## config.mk

```make
export PLATFORM = sky130hd
export DESIGN_NAME = wrapper_vr_packet_arbiter
export DESIGN_NICKNAME = d
export VERILOG_FILES = /design/src/rtl/wrapper_vr_pkg.sv /design/src/rtl/wrapper_vr_out_reg.sv /design/src/rtl/wrapper_vr_packet_arbiter.sv
export SDC_FILE = /design/constraint.sdc
export NUM_CORES = 1
export LEC_CHECK = 0
export CORE_AREA = 4 4 139 141
export CTS_CLUSTER_DIAMETER = 30
export DETAILED_ROUTE_END_ITERATION = 7
export DIE_AREA = 0 0 143 145
export PLACE_DENSITY = 0.71
export SLEW_MARGIN = 25
export SYNTH_ARGS = -nofsm -noshare
export SYNTH_HDL_FRONTEND = slang
export SYNTH_SLANG_ARGS = --single-unit
```

## constraint.sdc

```tcl
create_clock -name HCLK -period 6.8 [get_ports HCLK]
set_clock_uncertainty 0.2 [all_clocks]
set_input_delay 1.7 -clock HCLK [delete_from_list [all_inputs] [get_ports HCLK]]
set_output_delay 1.7 -clock HCLK [all_outputs]
set_load 0.03 [all_outputs]
```

## src/rtl/wrapper_vr_pkg.sv

```systemverilog
// Shared types and helpers for the wrapper valid-ready packet arbiter.
// Holds the arbiter state encoding and the round-robin winner selection.
package wrapper_vr_pkg;

  typedef enum logic {
    ST_IDLE   = 1'b0,
    ST_LOCKED = 1'b1
  } arb_state_e;

  localparam int unsigned DATA_WIDTH_DEF = 64;
  localparam int unsigned RR_MAX_REQ     = 8;

  // Highest offset is visited first, so the lowest eligible offset from ptr
  // is the one left in win when the loop ends.
  function automatic logic [2:0] rr_select(
    input logic [RR_MAX_REQ-1:0] eligible,
    input logic [2:0]            ptr,
    input int unsigned           num_req
  );
    logic [2:0]  win;
    logic [2:0]  idx3;
    int unsigned off;
    int unsigned idx;
    win = '0;
    for (int unsigned k = 0; k < RR_MAX_REQ; k++) begin
      off = RR_MAX_REQ - 1 - k;
      if (off < num_req) begin
        idx  = (32'(ptr) + off) % num_req;
        idx3 = 3'(idx);
        if (eligible[idx3]) begin
          win = idx3;
        end
      end
    end
    return win;
  endfunction

endpackage

```

## src/rtl/wrapper_vr_out_reg.sv

```systemverilog
// Valid-ready pipeline register for beat data, last flag and source ID.
// Holds its contents while valid and not ready; o_free says a load may happen.
module wrapper_vr_out_reg #(
  parameter int unsigned DATA_WIDTH = 64,
  parameter int unsigned ID_WIDTH   = 2
) (
  input  logic                  i_clk,
  input  logic                  i_rst,
  input  logic                  i_load,
  input  logic [DATA_WIDTH-1:0] i_data,
  input  logic                  i_last,
  input  logic [ID_WIDTH-1:0]   i_id,
  input  logic                  i_ready,
  output logic                  o_valid,
  output logic [DATA_WIDTH-1:0] o_data,
  output logic                  o_last,
  output logic [ID_WIDTH-1:0]   o_id,
  output logic                  o_free
);

  logic                  r_valid;
  logic [DATA_WIDTH-1:0] r_data;
  logic                  r_last;
  logic [ID_WIDTH-1:0]   r_id;

  always_ff @(posedge i_clk or posedge i_rst) begin
    if (i_rst) begin
      r_valid <= 1'b0;
      r_data  <= '0;
      r_last  <= 1'b0;
      r_id    <= '0;
    end else if (i_load) begin
      r_valid <= 1'b1;
      r_data  <= i_data;
      r_last  <= i_last;
      r_id    <= i_id;
    end else if (r_valid && i_ready) begin
      r_valid <= 1'b0;
    end
  end

  assign o_valid = r_valid;
  assign o_data  = r_data;
  assign o_last  = r_last;
  assign o_id    = r_id;
  assign o_free  = ~r_valid | i_ready;

endmodule

```

## src/rtl/wrapper_vr_packet_arbiter.sv

```systemverilog
// Round-robin, packet-atomic valid-ready arbiter feeding one engine input.
// A grant is held from the first beat through the beat carrying last.
module wrapper_vr_packet_arbiter
  import wrapper_vr_pkg::*;
#(
  parameter int unsigned NUM_REQ    = 4,
  parameter int unsigned DATA_WIDTH = DATA_WIDTH_DEF,
  parameter int unsigned ID_WIDTH   = $clog2(NUM_REQ),
  parameter int unsigned CNT_WIDTH  = 16
) (
  input  logic                          HCLK,
  input  logic                          HRESET,
  input  logic                          arb_enable,
  input  logic [NUM_REQ-1:0]            req_mask,
  input  logic [NUM_REQ*DATA_WIDTH-1:0] req_data,
  input  logic [NUM_REQ-1:0]            req_last,
  input  logic [NUM_REQ-1:0]            req_valid,
  output logic [NUM_REQ-1:0]            req_ready,
  output logic [DATA_WIDTH-1:0]         data_out,
  output logic                          data_out_last,
  output logic [ID_WIDTH-1:0]           data_out_id,
  output logic                          data_out_valid,
  input  logic                          data_out_ready,
  output logic                          busy,
  output logic [CNT_WIDTH-1:0]          pkt_count
);

  arb_state_e            r_state;
  logic [ID_WIDTH-1:0]   r_rr_ptr;
  logic [ID_WIDTH-1:0]   r_grant_id;
  logic [CNT_WIDTH-1:0]  r_pkt_count;

  logic [NUM_REQ-1:0]    w_eligible;
  logic [ID_WIDTH-1:0]   w_winner;
  logic                  w_out_free;
  logic                  w_sel_valid;
  logic                  w_sel_last;
  logic [DATA_WIDTH-1:0] w_sel_data;
  logic [NUM_REQ-1:0]    w_req_ready;
  logic                  w_xfer;
  logic                  w_out_done;

  assign w_eligible = arb_enable ? (req_valid & ~req_mask) : '0;
  assign w_winner   = ID_WIDTH'(rr_select(RR_MAX_REQ'(w_eligible), 3'(r_rr_ptr), NUM_REQ));

  always_comb begin
    w_sel_valid = 1'b0;
    w_sel_last  = 1'b0;
    w_sel_data  = '0;
    w_req_ready = '0;
    for (int unsigned i = 0; i < NUM_REQ; i++) begin
      if (r_grant_id == ID_WIDTH'(i)) begin
        w_sel_valid = req_valid[i];
        w_sel_last  = req_last[i];
        w_sel_data  = req_data[i*DATA_WIDTH +: DATA_WIDTH];
        w_req_ready[i] = (r_state == ST_LOCKED) & w_out_free;
      end
    end
  end

  assign w_xfer     = (r_state == ST_LOCKED) & w_sel_valid & w_out_free;
  assign w_out_done = data_out_valid & data_out_ready & data_out_last;

  always_ff @(posedge HCLK or posedge HRESET) begin
    if (HRESET) begin
      r_state    <= ST_IDLE;
      r_rr_ptr   <= '0;
      r_grant_id <= '0;
    end else begin
      case (r_state)
        ST_IDLE: begin
          if (|w_eligible) begin
            r_grant_id <= w_winner;
            r_state    <= ST_LOCKED;
          end
        end
        ST_LOCKED: begin
          if (w_xfer && w_sel_last) begin
            r_state  <= ST_IDLE;
            r_rr_ptr <= (r_grant_id == ID_WIDTH'(NUM_REQ - 1)) ? '0
                                                                : r_grant_id + ID_WIDTH'(1);
          end
        end
        default: r_state <= ST_IDLE;
      endcase
    end
  end

  always_ff @(posedge HCLK or posedge HRESET) begin
    if (HRESET) begin
      r_pkt_count <= '0;
    end else if (w_out_done) begin
      r_pkt_count <= r_pkt_count + CNT_WIDTH'(1);
    end
  end

  wrapper_vr_out_reg #(
    .DATA_WIDTH (DATA_WIDTH),
    .ID_WIDTH   (ID_WIDTH)
  ) u_out_reg (
    .i_clk   (HCLK),
    .i_rst   (HRESET),
    .i_load  (w_xfer),
    .i_data  (w_sel_data),
    .i_last  (w_sel_last),
    .i_id    (r_grant_id),
    .i_ready (data_out_ready),
    .o_valid (data_out_valid),
    .o_data  (data_out),
    .o_last  (data_out_last),
    .o_id    (data_out_id),
    .o_free  (w_out_free)
  );

  assign req_ready = w_req_ready;
  assign busy      = (r_state == ST_LOCKED);
  assign pkt_count = r_pkt_count;

endmodule

```

# --- Yosys cells after proc, flatten, opt, wreduce, memory -nomap -nowiden ---
# Index checks and enable logic that the tools add are counted.
# W data, S select, Z words.
op_classes:
  addsub: 5
  order_cmp: 4
  n_eq_ne: 3
  muxes: 35
  bitwise: 10
  n_reduce_logical: 7
ops:
  columns: ["cell", "count"]
  rows:
  - ["$mux W64", 4]
  - ["$mux W1", 20]
  - ["$add A16 B1 Y16 const B", 1]
  - ["$lt A2 B4 Y1 const B", 4]
  - ["$mux W2", 5]
  - ["$bmux W1 S2", 4]
  - ["$and A1 B1 Y1", 5]
  - ["$add A2 B1 Y2 const B", 2]
  - ["$add A2 B2 Y2 const B", 2]
  - ["$and A4 B4 Y4", 1]
  - ["$eq A2 B2 Y1 const B", 2]
  - ["$mux W4", 1]
  - ["$not A4 Y4", 1]
  - ["$reduce_and A2 Y1", 2]
  - ["$reduce_or A4 Y1", 1]
  - ["$eq A2 B1 Y1 const B", 1]
  - ["$logic_and A1 B1 Y1", 2]
  - ["$logic_not A2 Y1", 1]
  - ["$not A1 Y1", 2]
  - ["$pmux W1 S2", 1]
  - ["$reduce_bool A2 Y1", 1]
  - ["$or A1 B1 Y1", 1]
word_totals:
  regBits: 89
  inputBits: 272
  output_inout_bits: 89
  elab_cells: 72

# --- Depth between registers and ports, before layout ---
# Gate-level depths: netlist of the first run.
depth:
  ltp_word: 10
  ltp_mapped: 9
  mapped_depth_nobuf: 6

# --- By module ---
# Synthesis of the first run repeated with hierarchy kept, for this count alone.
hier_totals:
  cells_unflattened: 576
  hier_area_um2: 5720.5
modules_own_cells:
  columns: ["mod", "instances", "cells_each", "area_per_inst_um2", "seq_area_each_um2"]
  rows:
  - ["wrapper_vr_packet_arbiter", 1, 430, 3111.7, 525.5]
  - ["wrapper_vr_out_reg", 1, 146, 2608.8, 1701.6]

# --- Worst setup path after synthesis of the first run ---
# OpenSTA, ideal clock, no wires.
synth_timing:
  kind: "input port to output port"
  from: "in data_out_ready"
  to: "out req_ready[0]"
  arrival_ps: 2197
  t_required_ps: 4900
  setup_slack_ps: 2703
  cell_stages: 2
  cell_sequence: "nand2b_1 and3_1"
synth_via:
  elab_chain_cells: 3
synth_lines:
  columns: ["element", "line", "text"]
  rows:
  - ["start: declaration", "wrapper_vr_packet_arbiter.sv:23", "input logic data_out_ready,"]
  - ["$or A1 B1 Y1", "wrapper_vr_out_reg.sv:46", "assign o_free = ~r_valid | i_ready;"]
  - ["$and A1 B1 Y1", "wrapper_vr_packet_arbiter.sv:56", "w_req_ready[i] = (r_state == ST_LOCKED) & w_out_free;"]
  - ["$mux W1", "wrapper_vr_packet_arbiter.sv:52", "if (r_grant_id == ID_WIDTH'(i)) begin"]
  - ["end: declaration", "wrapper_vr_packet_arbiter.sv:18", "output logic [NUM_REQ-1:0] req_ready,"]
# No other way between the ends.

# --- Worst setup path in the final report of the first run ---
layout_timing:
  from: "in data_out_ready"
  to: "out req_ready[1]"
# Same word-level chain as after synthesis.

==> results of run 1 <==
[routing by layer]
layer  part of all wire [%]  routed length (um)  GRT usage [%]
met3                    8.0                1720           5.17
met1                     38                8270           22.3
met5                      0                   0              0
met2                     52               11100           35.8
met4                    2.0                 427           5.99
[registers in the layout, indices dropped and copies added (netlist names)]
signal / flops
u_out_reg.o_valid: 1
r_rr_ptr: 2
busy: 1
u_out_reg.o_last: 1
r_grant_id: 2
u_out_reg.o_data: 64
u_out_reg.o_id: 2
pkt_count: 16
[logic make-up after synthesis]
family	Yosys count
flops	89
mux	66
fa+ha+maj	5
buf+inv	58
xor+xnor	15
compound gates	155
simple gates	191
[power by group through the flow]
stage               clock (W)  combinational [W]  sequential (W)
global placement            0            0.00277        0.000918
floorplan                   0            0.00143         0.00133
CTS                  0.000543            0.00280        0.000920
global route         0.000564            0.00295        0.000948
detailed placement          0            0.00280        0.000925
finish               0.000523            0.00277        0.000919
[critical path: stages]
cell and delay, ns:
clkdlybuf4s50_1 0.49, nand2b_1 0.23, and3_1 0.19, clkdlybuf4s50_1 0.67
[layout by cell type (no fill, tap or decap), types with 2 or more instances in the layout]
cell	netlist	routed
o21ai_0	8	8
buf_4	0	5
a211oi_2	2	2
a21oi_1	5	5
xnor2_1	13	13
clkdlybuf4s50_1	0	360
mux2_2	39	39
nor2_1	6	6
nand3_1	5	5
and2_1	2	2
and3_1	6	6
mux2_4	27	27
dfrtp_1	89	89
ha_1	5	2
nand2b_1	5	5
nand4_1	6	6
nand3b_1	4	4
clkbuf_16	0	9
a22oi_1	2	2
ha_4	0	2
a211o_1	2	2
nand2_1	80	79
xor2_1	2	2
clkbuf_8	0	3
clkinvlp_4	0	2
nor2b_1	69	68
o31ai_1	65	65
inv_1	7	6
nor2b_4	1	2
a221oi_1	63	63
[worst min path at each step]
stage	to	slack [ns]	cells past startpoint
floorplan	r_grant_id[1]$_DFFE_PP0P_	0.32	1
global placement	pkt_count[15]$_DFFE_PP0P_	0.26	1
finish	pkt_count[15]$_DFFE_PP0P_	0.29	1
CTS	pkt_count[12]$_DFFE_PP0P_	0.30	1
detailed placement	pkt_count[12]$_DFFE_PP0P_	0.29	1
global route	pkt_count[12]$_DFFE_PP0P_	0.31	1
[area by class of cell]
| cell class | count | area [um2] |
|---|---|---|
| Clock buffer | 12 | 267 |
| Clock inverter | 4 | 50.0 |
| Fill cell | 1642 | 8140 |
| Inverter | 7 | 28.8 |
| Multi-Input combinational cell | 432 | 3320 |
| Sequential cell | 89 | 2230 |
| Tap cell | 229 | 287 |
| Timing Repair Buffer | 365 | 3640 |
[through the flow]
step,power [W],instances,hold WS (ns)
after floorplan,0.00276,579,0.316
after global placement,0.00369,1122,0.263
after detailed placement,0.00372,1122,0.290
after CTS,0.00427,1138,0.299
after global routing,0.00447,1138,0.310
final,0.00421,1138,0.294
==> metrics.yaml, run 1 <==
grt:
  overflow: 0
  grt_pass1_wl_um: 32400
  grt_max_degree: 76
  grt_pass1_vias: 5907
  antenna_found_initial: 0
  grtUsageTotal_pct: 19.7
sta:
  relSlewSlack_pct: 45.0
  rsz0062_at_grt: "no"
  fin_crit_ns: 5.18
  fin_crit_sh_pct: 76.2
  finalSetupViolCount: 0
  tns_ns: 0
  setup_ws_ns: 1.62
  max_freq_mhz: 193
  worst_pin_slew_ns: 0.826
  drv_slew: 0
  finalHoldViolCount: 0
clock_network:
  ctsResizeCount: 0
  post_cts_buffers: 0
  htree_levels: 3
  cts_tree: "done"
  cts.sinks: 89
  cts_buffers: 9
  clkSlewWorstSetupHoldPaths_ns: 0.06
  clk_latency_ns: 0.34
  clk_path_buf_depth: 2
  postCtsHoldBufs: 0
  cts_root_buf: "clkbuf_16"
power:
  power_frac_comb_pct: 65.7
  pwr-share-clk_pct: 12.4
  leakage_nw: 3.81
  pwr-share-seq_pct: 21.8
  power.density_nw_per_um2: 429
  switchingPower_w: 0.00179
  p_int_w: 0.00242
  power_switching_share_pct: 42.5
  ir_drop_v: 0.000312
routing:
  wirelength_um: 21500
  routedWlPerCell_um: 18.9
  drcViolationCount: 0
  drt_iter0_drc: 200
  dr.pass1.iters: 4
  via_count: 5798
  ant_nets: 0
  viasPerCell: 5.09
logic_synthesis:
  ys_ff_latch: 89
  yosysWarnings: 0
  syn_inst: 579
  synth_commonest_cells: "dfrtp_1, nand2_1, nor2b_1"
  synth-edff-count: 0
  yosys.area_share.simple_pct: 17.4
  synth-main-ff-cell: "dfrtp_1"
  async_flop_share_pct: 100
  syn_area_per_cell_um2: 9.97
  synthXorXnorAreaFrac_pct: 2.28
  synth_top_family_by_area: "compound AO/OA/AOI/OAI gates"
  synth.distinct_cells: 44
  yosysSeqAreaShare_pct: 38.6
  synth.most_common_cell: "dfrtp_1"
  synth_compound_area_share_pct: 21.3
  synthMuxAreaShare_pct: 14.6
  syn_area_um2: 5770
  netlist.area_leader.share_pct: 38.6
  postSynthNetCount: 856
  ys_top_cells_by_area: "dfrtp_1, a221oi_1, o31ai_1, mux2_2, nor2b_1"
  synth_fa_ha_area_share_pct: 1.08
  synth_top_area_cell: "dfrtp_1"
setup_path:
  crit_path_start_kind: "input port"
  cp_data_required_time_ns: 4.90
  worst_r2r_path_depth: 7
  reg2reg_slack_ns: 3.38
  cp-endpoint: "req_ready[1]"
  reg2reg_to: "u_out_reg.o_data[25]$_DFFE_PP0P_"
  critPathKind: "input port to output pin"
  arrival_ns: 3.28
  critPathLaunch: "data_out_ready"
  r2r-start: "r_grant_id[1]$_DFFE_PP0P_"
  end_kind: "output pin"
  cp_max_fo: 7
run:
  maxCapViolCount: 0
hold_path:
  hold_start: "pkt_count[15]$_DFFE_PP0P_"
  holdCritPathClass: "flip-flop to flip-flop"
finish:
  layout-drive-gt1-share_pct: 10.9
  fin_area_um2: 9820
  nets: 1181
  area_growth_pct: 70.2
  finish.utilization_pct: 54.7
  antenna_cells: 0
placement:
  place_hpwl_um: 16400
  place_area_um2: 9510
  dp_slack_ns: 1.63
  place_congestion: 0.826
  port_buffers: 360
floorplanning:
  die_area_um2: 20700
  placementRows: 49
  die_w_um: 143
  start_util_pct: 32.1
  die_y_um: 145
  coreArea_um2: 18000
  ios: 361
outcome:
  status: "finished clean"
Power figures use the tool's default switching activity.
==> run 2: changes to the inputs <==
- CORE_AREA: 4 4 139 141 -> 4 4 136 138
- DIE_AREA: 0 0 143 145 -> 0 0 140 142
- PLACE_DENSITY: 0.71 -> 0.74
- clock period: 6.8 -> 5 ns (I/O delays scaled with it)
==> run 2 against run 1 <==
Effect of this change: cell area decreased by 0.23%; setup slack got worse by 0.90 ns; register-to-register slack got worse by 1.6 ns; sequential power increased by 36%; non-clock buffer count increased by 2; global-route usage increased by 0.42 points; critical path depth unchanged; combinational power increased by 36%; count of clock-buffer cells in the layout decreased by 3; final cell count decreased by 0.18%; clock power increased by 25%; utilization increased by 2.4 points; critical endpoint is now req_ready[2].
==> metrics.yaml, run 2 (same netlist as run 1, synthesis figures left out) <==
routing:
  ant_nets: 0
  viasPerCell: 5.19
  drt_iter0_drc: 280
  dr.pass1.iters: 5
  highest_layer: "met4"
  wl_met3_um: 1560
  drcViolationCount: 0
  wl_met1_um: 8380
  wl_met2_um: 11000
  wirelength_um: 21200
  routedWlPerCell_um: 18.7
  via_count: 5894
setup_path:
  end_kind: "output pin"
  worst_r2r_path_depth: 7
  cp_max_fo: 7
  arrival_ns: 2.84
  crit_chain: "clkdlybuf4s50_1 -> nand2b_1 -> and3_1 -> clkdlybuf4s50_1"
  cp_slowest_cell: "clkdlybuf4s50_1"
  crit_path_start_kind: "input port"
  critPathMaxStageDelay_ns: 0.67
  critPathKind: "input port to output pin"
  cp_data_required_time_ns: 3.55
  critPathMostFrequentCell: "clkdlybuf4s50_1"
grt:
  grt_pass1_vias: 5957
  grt_max_degree: 98
  antenna_found_initial: 0
  overflow: 0
  grtUsageTotal_pct: 20.1
  grt_pass1_wl_um: 32100
clock_network:
  cts_buffers: 9
  clk_path_buf_depth: 2
  cts.sinks: 89
  htree_levels: 3
  cts_tree: "done"
  postCtsHoldBufs: 0
  cts_root_buf: "clkbuf_16"
  post_cts_buffers: 0
  ctsResizeCount: 0
  clkSlewWorstSetupHoldPaths_ns: 0.08
  clk_latency_ns: 0.34
floorplanning:
  die_w_um: 140
  start_util_pct: 33.6
  die_y_um: 142
  placementRows: 48
  die_area_um2: 19900
  coreArea_um2: 17200
  ios: 361
sta:
  finalHoldViolCount: 0
  tns_ns: 0
  fin_crit_ns: 4.29
  max_freq_mhz: 233
  finalSetupViolCount: 0
  rsz0062_at_grt: "no"
  holdWs_ns: 0.282
  relSlewSlack_pct: 39.1
  worst_pin_slew_ns: 0.914
  fin_crit_sh_pct: 85.7
  drv_slew: 0
  setup_ws_ns: 0.714
outcome:
  status: "finished clean"
placement:
  dp_slack_ns: 0.735
  place_area_um2: 9510
  port_buffers: 360
  place_hpwl_um: 16200
  place_congestion: 0.861
finish:
  layout_common_cells: "clkdlybuf4s50_1, dfrtp_1, nand2_1"
  antenna_cells: 0
  fin_area_um2: 9800
  finish.utilization_pct: 57.1
  nets: 1183
  area_growth_pct: 69.8
  final_common_cell: "clkdlybuf4s50_1"
  largest_reg_flops: 64
  layout-drive-gt1-share_pct: 11.1
power:
  ir_drop_v: 0.000357
  power.density_nw_per_um2: 578
  leakage_nw: 3.80
run:
  maxCapViolCount: 0
hold_path:
  min_path_cells: 1
  holdCritPathClass: "flip-flop to flip-flop"
[run 2: changes by cell type in the layout (fill, tap and decap cells not counted)]
cell / delta
buf_4: +2
clkinv_2: -1
clkbuf_8: -3
bufinv_16: -1
inv_6: +5
[run 2: stage by stage]
step | instances | power, W
floorplan | 579 | 0.00375
CTS | 1136 | 0.00573
global placement | 1120 | 0.00500
finish | 1136 | 0.00566
detailed placement | 1120 | 0.00505
global route | 1136 | 0.00603
[run 2: power breakdown]
group,total [W],leakage [nW],internal (W),switching [W]
Clock,0.000654,0.134,0.000346,0.000308
Combinational,0.00376,2.57,0.00182,0.00194
Sequential,0.00125,1.10,0.00105,0.000201
Total,0.00566,3.80,0.00322,0.00245
[run 2: critical path: cells and delay by family]
family        cells  cell delay, ns
buf+inv           2            1.16
simple gates      2            0.44
[run 2: worst paths after layout]
path                                                    endpoint                       from  slack [ns]
worst min register to register         pkt_count[15]$_DFFE_PP0P_  pkt_count[15]$_DFFE_PP0P_        0.28
worst min-delay path                   pkt_count[15]$_DFFE_PP0P_  pkt_count[15]$_DFFE_PP0P_        0.28
worst max-delay path                                req_ready[2]             data_out_ready        0.71
worst max register to register  u_out_reg.o_data[53]$_DFFE_PP0P_  r_grant_id[0]$_DFFE_PP0P_        1.75
max in group asynchronous           u_out_reg.o_last$_DFFE_PP0P_                     HRESET        2.80
min in group asynchronous       u_out_reg.o_data[38]$_DFFE_PP0P_                     HRESET        1.05
[run 2: area by class of cell]
| class | count | area, um2 |
|---|---|---|
| clock buffer | 9 | 225 |
| clock inverter | 7 | 58.8 |
| fill | 1539 | 7380 |
| inverter | 7 | 28.8 |
| multi-input combinational | 432 | 3320 |
| sequential | 89 | 2230 |
| tap | 225 | 282 |
| timing repair buffer | 367 | 3660 |
[run 2: per-layer routing]
layer | track usage (%) | up-vias
met5 | 0 | -
met4 | 5.05 | 0
met3 | 4.81 | 19
met2 | 36.9 | 239
met1 | 23.8 | 2815
li1 | - | 2821
